$ cat config.mk
export PLATFORM = sky130hd
export DESIGN_NAME = y1_word_loader_flat
export DESIGN_NICKNAME = d
export VERILOG_FILES = /design/src/rtl/y1_word_loader_if.sv /design/src/rtl/y1_word_loader.sv /design/src/flat_wrapper.sv
export SDC_FILE = /design/constraint.sdc
export NUM_CORES = 1
export LEC_CHECK = 0
export BUFFER_PORTS_ARGS = -buffer_cell sky130_fd_sc_hd__buf_2
export CAP_MARGIN = 20
export CORE_AREA = 2 2 63 65
export CTS_CLUSTER_DIAMETER = 40
export DETAILED_ROUTE_END_ITERATION = 8
export DIE_AREA = 0 0 65 67
export MAX_ROUTING_LAYER = met4
export PLACE_DENSITY = 0.5
export SYNTH_ARGS = -nofsm -noshare
export SYNTH_HDL_FRONTEND = slang
export SYNTH_SLANG_ARGS = --single-unit
$ cat constraint.sdc
create_clock -name clk -period 4.35 [get_ports clk]
set_input_delay 0.435 -clock clk [delete_from_list [all_inputs] [get_ports clk]]
set_output_delay 0.435 -clock clk [all_outputs]
set_load 0.1 [all_outputs]
$ cat src/rtl/y1_word_loader_if.sv
// Nibble-in / word-out handshake bundle for y1_word_loader.
// in_par exists only when Y1_PARITY_EN is defined.
interface y1_word_loader_if;
  logic [3:0]  in_nib;
  logic        in_valid;
  logic        in_ready;
`ifdef Y1_PARITY_EN
  logic        in_par;
`endif
  logic        flush;
  logic [15:0] pi;
  logic        word_valid;
  logic        word_ready;
  logic [7:0]  err_cnt;

`ifdef Y1_PARITY_EN
  modport master (output in_nib, in_valid, in_par, flush, word_ready,
                  input  in_ready, pi, word_valid, err_cnt);
  modport slave  (input  in_nib, in_valid, in_par, flush, word_ready,
                  output in_ready, pi, word_valid, err_cnt);
`else
  modport master (output in_nib, in_valid, flush, word_ready,
                  input  in_ready, pi, word_valid, err_cnt);
  modport slave  (input  in_nib, in_valid, flush, word_ready,
                  output in_ready, pi, word_valid, err_cnt);
`endif
endinterface

$ cat src/rtl/y1_word_loader.sv
// Packs four 4-bit nibbles (first nibble in pi[3:0]) into a 16-bit word with valid/ready on both sides.
// Optional odd-parity checking with bad-word drop and saturating error count: macro Y1_PARITY_EN.
module y1_word_loader (
  input  logic              clk,
  input  logic              rst,
  y1_word_loader_if.slave   bus
);

  localparam int unsigned NIB_W  = 4;
  localparam int unsigned WORD_W = 16;
  localparam int unsigned CNT_W  = 2;
  localparam int unsigned ERR_W  = 8;

  localparam logic [0:0] FILL = 1'b0;
  localparam logic [0:0] FULL = 1'b1;

  logic [0:0]        state_q,   state_d;
  logic [CNT_W-1:0]  nib_cnt_q, nib_cnt_d;
  logic [WORD_W-1:0] pi_q,      pi_d;
  logic              bad_q,     bad_d;
  logic [ERR_W-1:0]  err_q,     err_d;

  logic in_ready_c;
  logic acc_c;
  logic xfer_c;
  logic nib_bad_c;

`ifdef Y1_PARITY_EN
  assign nib_bad_c = ~(^{bus.in_nib, bus.in_par});
`else
  assign nib_bad_c = 1'b0;
`endif

  // Ready is forced low during reset; in FULL a new nibble is taken only as the held word leaves.
  assign in_ready_c = rst ? 1'b0 : ((state_q == FILL) ? 1'b1 : bus.word_ready);
  assign acc_c      = bus.in_valid & in_ready_c;
  assign xfer_c     = (state_q == FULL) & bus.word_ready;

  always_ff @(posedge clk or posedge rst) begin
    if (rst) begin
      state_q   <= FILL;
      nib_cnt_q <= '0;
      pi_q      <= '0;
      bad_q     <= 1'b0;
      err_q     <= '0;
    end else begin
      state_q   <= state_d;
      nib_cnt_q <= nib_cnt_d;
      pi_q      <= pi_d;
      bad_q     <= bad_d;
      err_q     <= err_d;
    end
  end

  always_comb begin
    state_d   = state_q;
    nib_cnt_d = nib_cnt_q;
    pi_d      = pi_q;
    bad_d     = bad_q;
    err_d     = err_q;
    unique case (state_q)
      FILL: begin
        if (bus.flush) begin
          nib_cnt_d = '0;
          bad_d     = 1'b0;
        end else if (acc_c) begin
          pi_d[{nib_cnt_q, 2'b00} +: NIB_W] = bus.in_nib;
          if (nib_cnt_q == CNT_W'(3)) begin
            nib_cnt_d = '0;
            bad_d     = 1'b0;
            // A word with any parity failure is dropped here instead of being presented.
            if (bad_q | nib_bad_c) begin
              if (err_q != {ERR_W{1'b1}}) err_d = err_q + ERR_W'(1);
            end else begin
              state_d = FULL;
            end
          end else begin
            nib_cnt_d = nib_cnt_q + CNT_W'(1);
            bad_d     = bad_q | nib_bad_c;
          end
        end
      end
      FULL: begin
        if (xfer_c) begin
          state_d   = FILL;
          nib_cnt_d = '0;
          bad_d     = 1'b0;
          // Back-to-back: the nibble arriving with the transfer starts the next word.
          if (acc_c && !bus.flush) begin
            pi_d[NIB_W-1:0] = bus.in_nib;
            nib_cnt_d       = CNT_W'(1);
            bad_d           = nib_bad_c;
          end
        end
      end
      default: state_d = FILL;
    endcase
  end

  assign bus.in_ready   = in_ready_c;
  assign bus.word_valid = (state_q == FULL);
  assign bus.pi         = pi_q;
  assign bus.err_cnt    = err_q;

endmodule

$ cat src/flat_wrapper.sv
// flat-port wrapper written by rule: the top's interface ports become plain ports
module y1_word_loader_flat 
  (clk, rst, bus_in_nib, bus_in_valid, bus_flush, bus_word_ready, bus_in_ready, bus_pi, bus_word_valid, bus_err_cnt);
  y1_word_loader_if bus_i ();
  input  logic clk;
  input  logic rst;
  input wire logic [$bits(bus_i.in_nib)-1:0] bus_in_nib;
  input wire logic [$bits(bus_i.in_valid)-1:0] bus_in_valid;
  input wire logic [$bits(bus_i.flush)-1:0] bus_flush;
  input wire logic [$bits(bus_i.word_ready)-1:0] bus_word_ready;
  output wire logic [$bits(bus_i.in_ready)-1:0] bus_in_ready;
  output wire logic [$bits(bus_i.pi)-1:0] bus_pi;
  output wire logic [$bits(bus_i.word_valid)-1:0] bus_word_valid;
  output wire logic [$bits(bus_i.err_cnt)-1:0] bus_err_cnt;
  assign bus_i.in_nib = bus_in_nib;
  assign bus_i.in_valid = bus_in_valid;
  assign bus_i.flush = bus_flush;
  assign bus_i.word_ready = bus_word_ready;
  assign bus_in_ready = bus_i.in_ready;
  assign bus_pi = bus_i.pi;
  assign bus_word_valid = bus_i.word_valid;
  assign bus_err_cnt = bus_i.err_cnt;
  y1_word_loader u_core (.clk(clk), .rst(rst), .bus(bus_i));
endmodule
Yosys cells after proc, flatten, opt, wreduce, memory -nomap -nowiden
Index checks and enable logic that the tools add are counted.

word-level totals
  register bits after elaboration = 28
  bits of input ports = 9
  output and inout bits = 26
  word-level logic and storage cells = 55

operators by class
  add/subtract/negate cells = 3
  equal/unequal tests = 8
  shift operators = 2
  mux-type cells = 25
  bitwise operators = 4
  reduce and logical (&&, ||, !) cells = 7

operators by type and width
  kind                                                   number
  bitwise mux 16 bit                                     1
  two-way mux 4 bit                                      4
  variable shift 4 x 6 -> 16 bit (first input constant)  1
  variable part select 4 x 6 -> 16 bit                   1
  two-way mux 1 bit                                      12
  adder 8 x 1 -> 8 bit (second input constant)           1
  two-way mux 2 bit                                      4
  != test 8 bit (second input constant)                  1
  one-hot mux 4 bit (2 select lines)                     1
  != test 2 bit (second input constant)                  3
  negator 4 -> 6 bit                                     1
  AND reduction 3 bit                                    2
  AND reduction 6 bit                                    1
  one-hot mux 1 bit (2 select lines)                     2
  one-hot mux 2 bit (2 select lines)                     1
  AND reduction 4 bit                                    1
  != test 3 x 2 -> 1 bit (second input constant)         1
  != test 3 bit (second input constant)                  1
  adder 2 x 1 -> 2 bit (second input constant)           1
  AND 1 bit                                              2
  == test 2 bit (second input constant)                  1
  != test 2 x 1 -> 1 bit (second input constant)         1
  inverter 1 bit                                         2
  AND reduction 2 bit                                    1
  other kinds (2)                                        2

Logic depth before layout (Yosys ltp)
Gate-level depths: netlist (run 1).

  word-level depth = 7
  gate-level depth with buffers = 5
  gate-level depth less buffers = 5

Least setup slack after synthesis (run 1)
No wires, ideal clock.

  path type = register to output
  start = register u_core.state_q (netlist: u_core.bus.word_valid)
  end = output bus_in_ready
  arrival time = 1.871 ns
  required time = 3.915 ns
  slack = 2.044 ns
  stages on the path, launching flop included = 4
  buffers on the path = 1
  cells stage by stage = dfrtp_1 > buf_6 > nand2b_1 > and2_1

between the ends
  cells in the longest elaborated chain, start to end = 2

RTL lines
  what                            RTL line              text
  from (decl)                     y1_word_loader.sv:17  logic [0:0] state_q, state_d;
  from (signal assigned)          y1_word_loader.sv:47  state_q <= state_d;
  two-way mux 1 bit (2 in a row)  y1_word_loader.sv:35  assign in_ready_c = rst ? 1'b0 : ((state_q == FILL) ? 1'b1 : bus.word_ready);
  to (decl)                       flat_wrapper.sv:11    output wire logic [$bits(bus_i.in_ready)-1:0] bus_in_ready;

Every way passes these cells.

Worst setup path in the final report (run 1)
  start = input rst
  end = output bus_in_ready

between the ends
  cells in the longest elaborated chain, start to end = 1

RTL lines
  what               RTL line              text
  from (decl)        flat_wrapper.sv:6     input logic rst;
  two-way mux 1 bit  y1_word_loader.sv:35

Every way passes these cells.

==> flow_summary.yaml, run 1 <==
worst_setup_path:
  worst-setup-path-type: "in -> out"
  required_ps: 3910
  cp_max_fo: 20
  end_kind: "output pin"
  slowest_stage: "inv_1"
  cp_common_cell: "buf_2"
  start_kind: "primary input"
  crit_path_max_incr_delay_ps: 540
  worstPathCellList: "buf_2, inv_1, and2_1, buf_2"
  critPathArrivalTime_ps: 1750
global_route:
  grt_pass1_vias: 754
  grt_use_total_pct: 11.0
  grt_max_degree: 21
  gr-total-overflow: 0
  antenna_found_initial: 0
  grt_pass1_wl_um: 3480
logic_synthesis:
  yosys.cell_types.count: 27
  yosys_warnings: 0
  avgSynthCellArea_um2: 11.2
  synthCells: 95
  ys_seq_area_share_pct: 44.9
  synth_edf_count: 0
  ys_ff_latch: 19
  ys_async_sr_fraction_pct: 100
  netlist_area_um2: 1060
  ys.flop_type: "dfrtp_1"
clock_network:
  cts_resized: 0
  clockBufferDepth: 2
  cts_buffers: 3
  clk_pin_slew_ps: 70
  clock_latency_ps: 250
  cts_setup_buffers: 0
  cts-htree-levels: 1
  postCtsHoldBufs: 0
  cts_tree: "done"
  clockRootBuffer: "clkbuf_8"
  clkSinkCount: 19
final_layout:
  nFillCells: 394
  area_growth_pct: 16.9
  layout_commonest_cell: "buf_2"
  nets: 137
  multi_input_area_um2: 502
  layout_common_cells: "buf_2 (26), dfrtp_1 (19), and4_1 (12), a21o_1 (12), conb_1 (8)"
  drive_gt1_share_pct: 28.7
  utilization_pct: 34.4
  seqCellArea_um2: 475
  diodes: 0
flow_run:
  cap_violations: 0
timing:
  timing_hold_violations_final: 0
  tightest_slew_ps: 739
  layout_min_cycle_time_ps: 2180
  slew_headroom_pct: 50.5
  final.setup.tns_ps: 0
  skew_ps: 3.52
  setup_violations: 0
  drv_slew: 0
  rsz0062_at_grt: "false"
  fmax_ghz: 0.458
  finalCritPeriodShare_pct: 50.2
routing:
  drt_iter0_drc: 17
  vias: 772
  drt-wirelength-per-cell_um: 12.5
  finalWirelength_um: 2120
  via_per_inst: 4.54
  drc: 0
  ant_nets: 0
  dr.pass1.iters: 3
pwr:
  power_density_nw_per_um2: 366
  ir_drop_mv: 0.128
  p_leak_nw: 0.750
die:
  die_area_um2: 4360
  coreArea_um2: 3610
  die_w_um: 65
  initial_core_util_pct: 29.4
  die_y_um: 67
  rows: 22
  ioPinCount: 35
worst_hold_path:
  hp-class: "in -> async"
place:
  port_buffers: 26
  hpwl_um: 1650
  place_congestion: 0.729
status:
  status: "completed"
registers in the layout (all words and copies together) (netlist names):
name and count:
u_core.nib_cnt_q 2, u_core.bus.pi 16, u_core.bus.word_valid 1
synthesized netlist by cell type (2+ instances only):
master	n	area, um^2
buf_6	2	22.5
o31ai_1	5	37.5
buf_4	8	60.1
o21ai_0	4	20.0
a21o_1	12	90.1
ha_1	5	62.6
nand2_2	3	18.8
inv_1	7	26.3
dfrtp_1	19	475
and4_1	12	105
nor3b_1	2	15.0
cell families after synthesis:
logic type               synth area share [%]
other                                   0.354
adder cells (fa/ha/maj)                  5.90
flip-flops                               44.9
buffers and inverters                    10.3
multiplexers                            0.945
AND/OR/NAND/NOR                          21.0
AO/OA/AOI/OAI                            16.6
area by class of cell:
cell class | count | share of cell area [%]
clock buffer | 4 | 3.64
timing repair buffer | 26 | 10.5
sequential | 19 | 38.4
inverter | 7 | 2.12
tap | 48 | 4.85
multi-input combinational | 66 | 40.5
critical path: cells and delay by family:
family / cells / cell delay [ps]
buffers and inverters: 3 / 1090
AND/OR/NAND/NOR: 1 / 220
final timing paths:
path | startpoint | end | slack [ps] | depth (start not counted)
max | rst | bus_in_ready | 2170 | 4
max in group asynchronous | rst | u_core.bus.pi[12] | 3540 | 2
min | rst | u_core.nib_cnt_q[1] | 350 | 2
min reg2reg | u_core.bus.pi[13] | u_core.bus.pi[13] | 470 | 1
max reg2reg | u_core.nib_cnt_q[0] | u_core.bus.pi[15] | 2580 | 5
min in group clk | bus_in_nib[1] | u_core.bus.pi[1] | 470 | 3
routing by layer:
metal | up-vias | GRT usage [%] | wire, um | part of all wire, %
met5 | - | - | 0 | 0
met4 | 0 | 6.38 | 27 | 1.3
met3 | 2 | 1.52 | 67 | 3.2
met2 | 15 | 17.7 | 1010 | 47
met1 | 371 | 13.2 | 1020 | 48
li1 | 384 | - | - | -
power by group:
part           internal, mW  switching [mW]  leakage, nW  total [mW]
Combinational        0.0213           0.122        0.465       0.143
Clock                0.0649          0.0544       0.0228       0.119
Sequential            0.186         0.00564        0.262       0.191
through the flow:
| step | total power, mW | setup WS, ps | instance area (um^2) | hold slack, ps | cells |
|---|---|---|---|---|---|
| after global placement | 0.337 | 2140 | 1190 | 455 | 166 |
| final | 0.454 | 2170 | 1240 | 347 | 170 |
| after global routing | 0.476 | 1980 | 1240 | 423 | 170 |
| after CTS | 0.459 | 2100 | 1240 | 374 | 170 |
| after floorplan | 0.321 | 2040 | 1090 | 391 | 102 |
| after detailed placement | 0.338 | 2100 | 1190 | 461 | 166 |
Power figures use the tool's default switching activity.
==> run 2: changes to the inputs <==
PLACE_DENSITY = 0.51   (was 0.5)
clock period = 2 ns   (was 4.35 ns; I/O delays follow)
==> flow_summary.yaml, run 2 (synthesized netlist as in run 1, its figures left out) <==
worst_setup_path:
  r2r_end: "u_core.bus.pi[14]"
  end_kind: "flop"
  required_ps: 2200
  crit_path_max_incr_delay_ps: 480
  regToRegSetupSlack_ps: 260
  path_buf_inv: 1
  slowest_stage: "dfrtp_1"
  endpoint: "u_core.bus.pi[14]"
  worst-setup-path-type: "reg -> reg"
  worstReg2RegStart: "u_core.nib_cnt_q[0]"
  worstPathCellList: "inv_1, ha_1, nor3b_1, and4_1, a21o_1"
  r2r_cells: 5
  cp_max_fo: 9
  crit_start: "u_core.nib_cnt_q[0]"
  critPathArrivalTime_ps: 1940
  path_depth: 5
  crit_family: "simple AND/OR/NAND/NOR gates"
  start_kind: "flop"
die:
  coreArea_um2: 3610
  ioPinCount: 35
  die_area_um2: 4360
  die_y_um: 67
  die_w_um: 65
  rows: 22
  initial_core_util_pct: 29.4
place:
  pre_cts_ws_ps: 299
  hpwl_um: 1680
  place_congestion: 0.774
  port_buffers: 26
final_layout:
  layout_commonest_cell: "buf_2"
  nets: 139
  largest_reg_flops: 16
  diodes: 0
  area_growth_pct: 20.0
  layout_common_cells: "buf_2 (25), dfrtp_1 (19), and4_1 (12), a21o_1 (12), conb_1 (8)"
  drive_gt1_share_pct: 31.5
routing:
  drc: 0
  top_layer: "met4"
  ant_nets: 0
  met2WireLength_um: 1030
  vias: 782
  drt-met1-wl_um: 1030
  wl_met3_um: 154
  finalWirelength_um: 2230
  via_per_inst: 4.55
  drt_iter0_drc: 23
  drt-wirelength-per-cell_um: 13.0
  dr.pass1.iters: 4
clock_network:
  clockBufferDepth: 2
  cts_resized: 0
  clock_latency_ps: 250
  cts_buffers: 3
  cts_tree: "done"
  clockRootBuffer: "clkbuf_8"
  clk_pin_slew_ps: 70
  cts-htree-levels: 1
  postCtsHoldBufs: 0
  cts_setup_buffers: 0
  clkSinkCount: 19
pwr:
  p_leak_nw: 0.769
  p_total_mw: 1.00
  power_density_nw_per_um2: 787
  ir_drop_mv: 0.210
global_route:
  antenna_found_initial: 0
  grt_pass1_vias: 731
  grt_pass1_wl_um: 3570
  gr-total-overflow: 0
  grt_use_total_pct: 11.2
  grt_max_degree: 20
worst_hold_path:
  hp-class: "in -> async"
timing:
  fmax_ghz: 0.574
  finalCritPeriodShare_pct: 87.1
  layout_min_cycle_time_ps: 1740
  final.setup.tns_ps: 0
  setup_violations: 0
  holdWs_ps: 13.4
  drv_slew: 0
  finalWorstSetupSlack_ps: 258
  timing_hold_violations_final: 0
  rsz0062_at_grt: "false"
  skew_ps: 1.07
flow_run:
  cap_violations: 0
status:
  status: "completed"
==> run 2: changes by cell type in the layout (fill, tap and decap cells not counted) <==
cell and delta:
and2_1 -1, and2_2 +1, buf_12 +1, buf_2 -1, buf_4 +2, clkbuf_1 -1
clkinv_2 +1
==> run 2: power by group <==
part | switching (mW) | internal [mW]
Clock | 0.130 | 0.138
Combinational | 0.266 | 0.0521
Sequential | 0.0113 | 0.403
Total | 0.407 | 0.594
==> run 2: layout make-up <==
class / count / area [um^2]
clock inverters: 1 / 5.00
fillers: 379 / 2330
clock buffers: 3 / 41.3
multi-input cells: 66 / 503
repair buffers: 28 / 160
flip-flops and latches: 19 / 475
inverters: 7 / 26.3
well taps: 48 / 60.1
==> run 2: metal layers <==
metal | up-vias | global-route usage [%]
met5 | - | -
met4 | 0 | 3.19
met3 | 4 | 2.87
met2 | 27 | 17.9
met1 | 365 | 13.9
li1 | 386 | -
==> run 2: worst min path at each step <==
stage,cells past startpoint,end,slack (ps)
floorplan,1,u_core.bus.pi[0],160
global placement,3,u_core.bus.word_valid,300
detailed placement,3,u_core.bus.word_valid,300
CTS,3,u_core.bus.pi[8],30
global route,3,u_core.nib_cnt_q[1],50
finish,3,u_core.bus.word_valid,10
==> run 2: metrics by stage <==
stage,area [um^2],instances,util (%)
after global routing,1270,172,35.3
final,1270,172,35.3
after CTS,1270,172,35.3
after global placement,1220,168,34.0
after floorplan,1090,102,-
after detailed placement,1220,168,34.0
==> run 2: worst register-to-register path, cell delays in order (launching register included) <==
cell and delay, ps:
dfrtp_1 480, inv_1 130, ha_1 360, nor3b_1 370, and4_1 250, a21o_1 80
==> run 3: changes to the inputs <==
PLACE_DENSITY = 0.5   (was 0.51)
REMOVE_ABC_BUFFERS = 1   (was not set)
clock period = 1.85 ns   (was 2 ns; I/O delays follow)
==> flow_summary.yaml, run 3 (synthesized netlist as in run 1, its figures left out) <==
status:
  status: "completed"
final_layout:
  layout_common_cells: "buf_2 (25), dfrtp_1 (19), and4_1 (12), a21o_1 (12), conb_1 (8)"
  largest_reg_flops: 16
  multi_input_area_um2: 502
  nFillCells: 381
  nets: 140
  layout_commonest_cell: "buf_2"
  area_growth_pct: 20.5
  diodes: 0
  drive_gt1_share_pct: 31.2
  design_area_um2: 1280
  seqCellArea_um2: 475
clock_network:
  cts_buffers: 3
  postCtsHoldBufs: 0
  cts_setup_buffers: 0
  cts_resized: 0
  clkSinkCount: 19
  clockRootBuffer: "clkbuf_8"
  cts-htree-levels: 1
  clock_latency_ps: 260
  clockBufferDepth: 2
  cts_tree: "done"
  clk_pin_slew_ps: 70
worst_setup_path:
  worst-setup-path-type: "reg -> reg"
  cp_max_fo: 5
  required_ps: 2050
  start_kind: "flop"
  critPathArrivalTime_ps: 1800
  end_kind: "flop"
routing:
  ant_nets: 0
  drt-wirelength-per-cell_um: 12.8
  dr.pass1.iters: 4
  via_per_inst: 4.63
  vias: 801
  drc: 0
  finalWirelength_um: 2210
  drt_iter0_drc: 14
pwr:
  ir_drop_mv: 0.250
  p_total_mw: 1.08
  power_density_nw_per_um2: 849
  p_leak_nw: 0.773
flow_run:
  cap_violations: 0
global_route:
  grt_use_total_pct: 11.3
  grt_max_degree: 20
  grt_pass1_vias: 798
  gr-total-overflow: 0
  grt_pass1_wl_um: 3640
  antenna_found_initial: 0
timing:
  drv_slew: 0
  skew_ps: 0.997
  setup_violations: 0
  final.setup.tns_ps: 0
  finalCritPeriodShare_pct: 86.1
  fmax_ghz: 0.627
  timing_hold_violations_final: 0
  layout_min_cycle_time_ps: 1590
  rsz0062_at_grt: "false"
die:
  initial_core_util_pct: 29.4
  die_area_um2: 4360
  rows: 22
  ioPinCount: 35
  die_y_um: 67
  coreArea_um2: 3610
  die_w_um: 65
place:
  hpwl_um: 1710
  place_area_um2: 1230
  place_congestion: 0.732
  port_buffers: 26
worst_hold_path:
  hp-class: "in -> async"
## run 3: changes by cell type in the layout (fill, tap and decap cells not counted)
cell and change:
and2_1 +1, buf_4 +1, and2_2 -1
## run 3: critical path, cell delays in order (launching register included)
cell	delay [ps]
dfrtp_1	390
inv_1	100
ha_1	330
nor3b_1	380
and4_1	250
a21o_1	80
## run 3: layout make-up
type / instances / share of cell area (%)
inverter: 7 / 2.06
multi-input combinational: 66 / 39.3
clock inverter: 1 / 0.392
timing repair buffer: 29 / 13.1
sequential: 19 / 37.2
clock buffer: 3 / 3.23
tap: 48 / 4.70
## run 3: path summary, 6_finish.rpt
path                       depth (start not counted)           startpoint  slack (ps)                    end
max                                                5  u_core.nib_cnt_q[1]         260      u_core.bus.pi[15]
max reg2reg                                        5  u_core.nib_cnt_q[1]         260      u_core.bus.pi[15]
max in group asynchronous                          3                  rst        1640       u_core.bus.pi[4]
min in group clk                                   3        bus_in_nib[1]         210       u_core.bus.pi[1]
min reg2reg                                        1    u_core.bus.pi[12]         480      u_core.bus.pi[12]
min                                                3                  rst           6  u_core.bus.word_valid
## run 3: power by group
| group | leakage (nW) | switching [mW] | total [mW] | internal (mW) |
|---|---|---|---|---|
| combinational | 0.486 | 0.291 | 0.349 | 0.0581 |
| sequential | 0.262 | 0.00910 | 0.445 | 0.436 |
| clock | 0.0255 | 0.140 | 0.290 | 0.150 |
| total | 0.773 | 0.440 | 1.08 | 0.644 |
## run 3: metal layers
metal,GRT usage [%],vias up,part of all wire (%)
met5,-,-,0
met4,4.79,0,1.9
met3,2.20,4,4.4
met2,20.6,20,51
met1,12.0,387,43
li1,-,390,-
## run 3: per-stage QoR
step                      utilization (%)  hold WS, ps  setup WS [ps]  instances
final                                35.4         6.40            256        173
after global routing                 35.4         28.8           87.7        173
after CTS                            35.4         5.87            245        173
after detailed placement             34.1          289            262        169
after global placement               34.1          287            310        169
after floorplan                         -          141           -181         92
